File: src/rtl/pwm_capture.sv
// PWM receiver: measures high time and period of pwm_in in clk cycles.
// Ports: clk, rst (async low), pwm_in -> high_time, period, valid, stuck, level.
module pwm_capture #(
  parameter int CTR_LEN     = 8,
  parameter int SYNC_STAGES = 2
) (
  input  logic             clk,
  input  logic             rst,
  input  logic             pwm_in,
  output logic [CTR_LEN:0] high_time,
  output logic [CTR_LEN:0] period,
  output logic             valid,
  output logic             stuck,
  output logic             level
);

  typedef enum logic {
    IDLE,
    MEAS
  } state_t;

  localparam logic [CTR_LEN:0] MAX = '1;
  localparam logic [CTR_LEN:0] ONE = {{CTR_LEN{1'b0}}, 1'b1};

  state_t                 state_q, state_d;
  logic [SYNC_STAGES-1:0] sync_q, sync_d;
  logic                   s_prev_q, s_prev_d;
  logic [CTR_LEN:0]       pcnt_q, pcnt_d;
  logic [CTR_LEN:0]       hcnt_q, hcnt_d;
  logic [CTR_LEN:0]       high_q, high_d;
  logic [CTR_LEN:0]       per_q, per_d;
  logic                   valid_q, valid_d;
  logic                   stuck_q, stuck_d;
  logic                   level_q, level_d;
  logic                   s;
  logic                   rise;

  assign s    = sync_q[SYNC_STAGES-1];
  assign rise = s & ~s_prev_q;

  always_comb begin
    sync_d   = {sync_q[SYNC_STAGES-2:0], pwm_in};
    s_prev_d = s;
    state_d  = state_q;
    pcnt_d   = pcnt_q;
    hcnt_d   = hcnt_q;
    high_d   = high_q;
    per_d    = per_q;
    valid_d  = 1'b0;
    stuck_d  = stuck_q;
    level_d  = level_q;

    if (rise) begin
      pcnt_d  = ONE;
      hcnt_d  = ONE;
      stuck_d = 1'b0;
      state_d = MEAS;
      // first rise after IDLE only arms; partial period discarded
      if (state_q == MEAS) begin
        per_d   = pcnt_q;
        high_d  = hcnt_q;
        valid_d = 1'b1;
      end
    end else begin
      if (pcnt_q == MAX) begin
        // no edge within the window: flag and disarm, pcnt holds
        stuck_d = 1'b1;
        level_d = s;
        state_d = IDLE;
      end else begin
        pcnt_d = pcnt_q + ONE;
      end
      if (s && hcnt_q != MAX) begin
        hcnt_d = hcnt_q + ONE;
      end
    end
  end

  always_ff @(posedge clk or negedge rst) begin
    if (!rst) begin
      state_q  <= IDLE;
      sync_q   <= '0;
      s_prev_q <= 1'b0;
      pcnt_q   <= '0;
      hcnt_q   <= '0;
      high_q   <= '0;
      per_q    <= '0;
      valid_q  <= 1'b0;
      stuck_q  <= 1'b0;
      level_q  <= 1'b0;
    end else begin
      state_q  <= state_d;
      sync_q   <= sync_d;
      s_prev_q <= s_prev_d;
      pcnt_q   <= pcnt_d;
      hcnt_q   <= hcnt_d;
      high_q   <= high_d;
      per_q    <= per_d;
      valid_q  <= valid_d;
      stuck_q  <= stuck_d;
      level_q  <= level_d;
    end
  end

  assign high_time = high_q;
  assign period    = per_q;
  assign valid     = valid_q;
  assign stuck     = stuck_q;
  assign level     = level_q;

endmodule

File: config.mk
export PLATFORM = sky130hd
export DESIGN_NAME = pwm_capture
export DESIGN_NICKNAME = d
export VERILOG_FILES = /design/src/rtl/pwm_capture.sv
export SDC_FILE = /design/constraint.sdc
export NUM_CORES = 1
export LEC_CHECK = 0
export ABC_AREA = 1
export CAP_MARGIN = 20
export CORE_UTILIZATION = 29
export CTS_BUF_LIST = sky130_fd_sc_hd__clkbuf_8
export CTS_CLUSTER_DIAMETER = 80
export CTS_CLUSTER_SIZE = 28
export DETAILED_ROUTE_END_ITERATION = 8
export SLEW_MARGIN = 20
export SYNTH_ARGS = -nofsm -noshare
export SYNTH_HDL_FRONTEND = slang
export SYNTH_SLANG_ARGS = --single-unit
File: constraint.sdc
create_clock -name clk -period 2.9 [get_ports clk]
set_input_delay 0.435 -clock clk [delete_from_list [all_inputs] [get_ports clk]]
set_output_delay 0.435 -clock clk [all_outputs]
set_load 0.05 [all_outputs]
==> impl_metrics.env <==
export IMPL_post_place_ws_ps=1060
export IMPL_path_cells="clkdlybuf4s50_1"
export IMPL_worst_path_arrival_ps=1470
export IMPL_final_layout_size_suffix_gt1_frac=0.131
export IMPL_critPathTopFamily="buffers and inverters"
export IMPL_clock_input_transition_at_the_sequential_cells_of_the_worst_setup_and_hold_paths_ps=80
export IMPL_chip_height_um=82.6
export IMPL_synth_ff_latch_count=43
export IMPL_post_synth_main_area_contributors="sky130_fd_sc_hd__dfrtp_1, sky130_fd_sc_hd__nand2_1, sky130_fd_sc_hd__o21ai_2, sky130_fd_sc_hd__inv_1, sky130_fd_sc_hd__nor2_1"
export IMPL_synthDominantAreaCellType="sky130_fd_sc_hd__dfrtp_1"
export IMPL_cp_start_kind="flip-flop"
export IMPL_cts_tree="built"
export IMPL_power_clock_fraction=0.259
export IMPL_share_seq_of_total_power=0.501
export IMPL_final_max_slew_viol_count=0
export IMPL_drtPass1Iterations=4
export IMPL_netlist_cell_type_count=18
export IMPL_relSlewSlack=0.387
export IMPL_skew_ps=3.73
export IMPL_layout_min_cycle_time_ps=1910
export IMPL_layout_worst_path_cycle_share=0.657
export IMPL_grt_total_usage=0.115
export IMPL_synth_avg_cell_area_um2=9.27
export IMPL_finalHoldViolCount=0
export IMPL_route_vias_total=1348
export IMPL_synth_cells=203
export IMPL_grt_pass1_wl_mm=5.78
export IMPL_synth_simple_gate_area_share=0.214
export IMPL_layout_core_utilization=0.368
export IMPL_vias_per_cell=4.43
export IMPL_instance_area_at_placement_um2=2160
export IMPL_max_clock_freq_mhz=525
export IMPL_cts_max_level=2
export IMPL_p_leak_nw=1.05
export IMPL_synth_top_family_by_area="simple AND/OR/NAND/NOR gates"
export IMPL_drt_drc_violations_left=0
export IMPL_synthDominantCellAreaShare=0.572
export IMPL_peak_per_stage_delay_on_the_critical_path_ps=810
export IMPL_synth_nets=210
export IMPL_cts_num_sinks=43
export IMPL_die_area_um2=6820
export IMPL_critPathRequiredTime_ps=2470
export IMPL_port_buffers=23
export IMPL_synth_yosys_warnings=0
export IMPL_criticalPathCategory="reg -> out"
export IMPL_cp_end_kind="output port"
export IMPL_worstHoldPathType="in -> async"
export IMPL_worstPathBufferInverterCount=1
export IMPL_post_synthesis_share_of_cell_area_spent_on_xor_and_xnor_gates=0
export IMPL_pwr_per_cell_area_nw_per_um2=657
export IMPL_synthMuxAreaShare=0
export IMPL_finalSetupViolCount=0
export IMPL_ctsHoldBuffers=0
export IMPL_totalNegativeSetupSlack_ps=0
export IMPL_cell_internal_power_mw=0.977
export IMPL_count_of_placed_standard_cells_in_the_final_layout_fillers_left_out=304
export IMPL_wirelength_mm=3.28
export IMPL_ant_nets=0
export IMPL_area_fraction_in_compound_gates_after_synthesis=0.116
export IMPL_worst_path_max_delay_cell="sky130_fd_sc_hd__clkdlybuf4s50_1"
export IMPL_vdd_drop_max_mv=0.284
export IMPL_clk_path_buf_depth=2
export IMPL_max_cap_violations=0
export IMPL_antenna_violations_before_repair=0
export IMPL_core_area_um2=6100
export IMPL_finish_net_count=236
export IMPL_setup_ws_ps=994
export IMPL_rows=28
export IMPL_finish_instance_area_um2=2240
export IMPL_clock_root_buffer="sky130_fd_sc_hd__clkbuf_8"
export IMPL_drt_iter0_markers=89
export IMPL_floorplan_initialDensity=0.309
export IMPL_largest_net_degree_at_the_start_of_global_routing=44
export IMPL_sw_frac=0.337
export IMPL_synth_adder_area_share=0.0266
export IMPL_timing_hold_ws_ps=273
export IMPL_critPathMaxFanout=2
export IMPL_antenna_diode_count=0
export IMPL_cts_resized=0
export IMPL_grt_setup_unrepaired="false"
export IMPL_place_detailed_instances=297
export IMPL_worstMarginPinSlew_ps=919
export IMPL_netSwitchingPower_mw=0.497
export IMPL_finalWeightedCongestion=0.799
export IMPL_synth_cell_area_um2=1880
export IMPL_wl_per_cell_um=10.8
export IMPL_synth_yosys_seq_area_share=0.572
export IMPL_cts_inserted_buffers=5
export IMPL_power_total_mw=1.47
export IMPL_status="complete, no violations"
export IMPL_io_pins=24
export IMPL_areaGrowthSynthToFinish_pct=19.2
export IMPL_horizontal_die_dimension_um=82.6
export IMPL_hpwl_mm=2.27
export IMPL_worst_skew_pair_late_latency_ps=290
export IMPL_cts_post_setup_buffers_inserted=0
export IMPL_first_global_vias=1243
export IMPL_power_frac_comb=0.240
export IMPL_overflow=0
[cells by family (layout without fill, tap and decap cells)]
group           count (synthesis)  count (layout)
simple gates                   95              95
flops                          43              43
compound gates                 33              33
buf+inv                        28              54
fa+ha+maj                       4               4
[synthesized netlist by cell type, drive strengths merged]
master	n
nand2	57
dfrtp	43
o21ai	26
inv	24
nor2	23
nand3	11
a21oi	7
buf	4
ha	4
nor3	2
nor4	2
[worst paths after layout]
check | startpoint | endpoint | slack (ps) | cells past startpoint
min in group clk | sync_q[0] | sync_q[1] | 350 | 0
worst max-delay path | stuck | stuck | 990 | 1
max in group asynchronous | rst | period[4] | 2050 | 1
worst min-delay path | rst | hcnt_q[2] | 270 | 1
worst max register to register | pcnt_q[0] | pcnt_q[5] | 1040 | 12
worst min register to register | sync_q[0] | sync_q[1] | 350 | 0
[layout make-up]
cell class	instances	area, um^2
timing repair buffer	23	225
multi-input combinational	132	671
fill	610	3850
clock buffer	6	82.6
inverter	24	90.1
tap	75	93.8
sequential	43	1080
clock inverter	1	5.00
[sequential cells by signal (all words and copies together), names as in the netlist]
name,count
level,1
valid,1
pcnt_q,9
hcnt_q,9
period,9
s_prev_q,1
sync_q,2
stuck,1
high_time,9
state_q,1
[routing by layer]
layer | GRT usage | share of wire
met3 | 0.0396 | 0.043
met2 | 0.170 | 0.42
met1 | 0.156 | 0.53
met5 | 0 | 0
met4 | 0.0414 | 0.013
[power by group through the flow]
stage / Clock (mW) / Combinational [mW] / Sequential (mW)
3_3_place_gp: 0 / 0.357 / 0.744
6_report: 0.381 / 0.354 / 0.738
4_1_cts: 0.399 / 0.360 / 0.738
2_1_floorplan: 0 / 0.136 / 0.855
3_5_place_dp: 0 / 0.358 / 0.749
5_1_grt: 0.427 / 0.393 / 0.750
[layout by cell type (no fill, tap or decap), types with 3 or more instances in the layout]
cell,netlist,layout
sky130_fd_sc_hd__a21oi_1,7,7
sky130_fd_sc_hd__o21ai_0,12,12
sky130_fd_sc_hd__clkdlybuf4s50_1,0,22
sky130_fd_sc_hd__o21ai_2,14,14
sky130_fd_sc_hd__ha_1,4,4
sky130_fd_sc_hd__nand2_1,55,55
sky130_fd_sc_hd__nand3_1,10,10
sky130_fd_sc_hd__dfrtp_1,43,43
sky130_fd_sc_hd__inv_2,3,3
sky130_fd_sc_hd__inv_1,21,21
sky130_fd_sc_hd__nor2_1,21,21
sky130_fd_sc_hd__clkbuf_8,0,6
No activity file was read; power rests on OpenSTA's default activity.
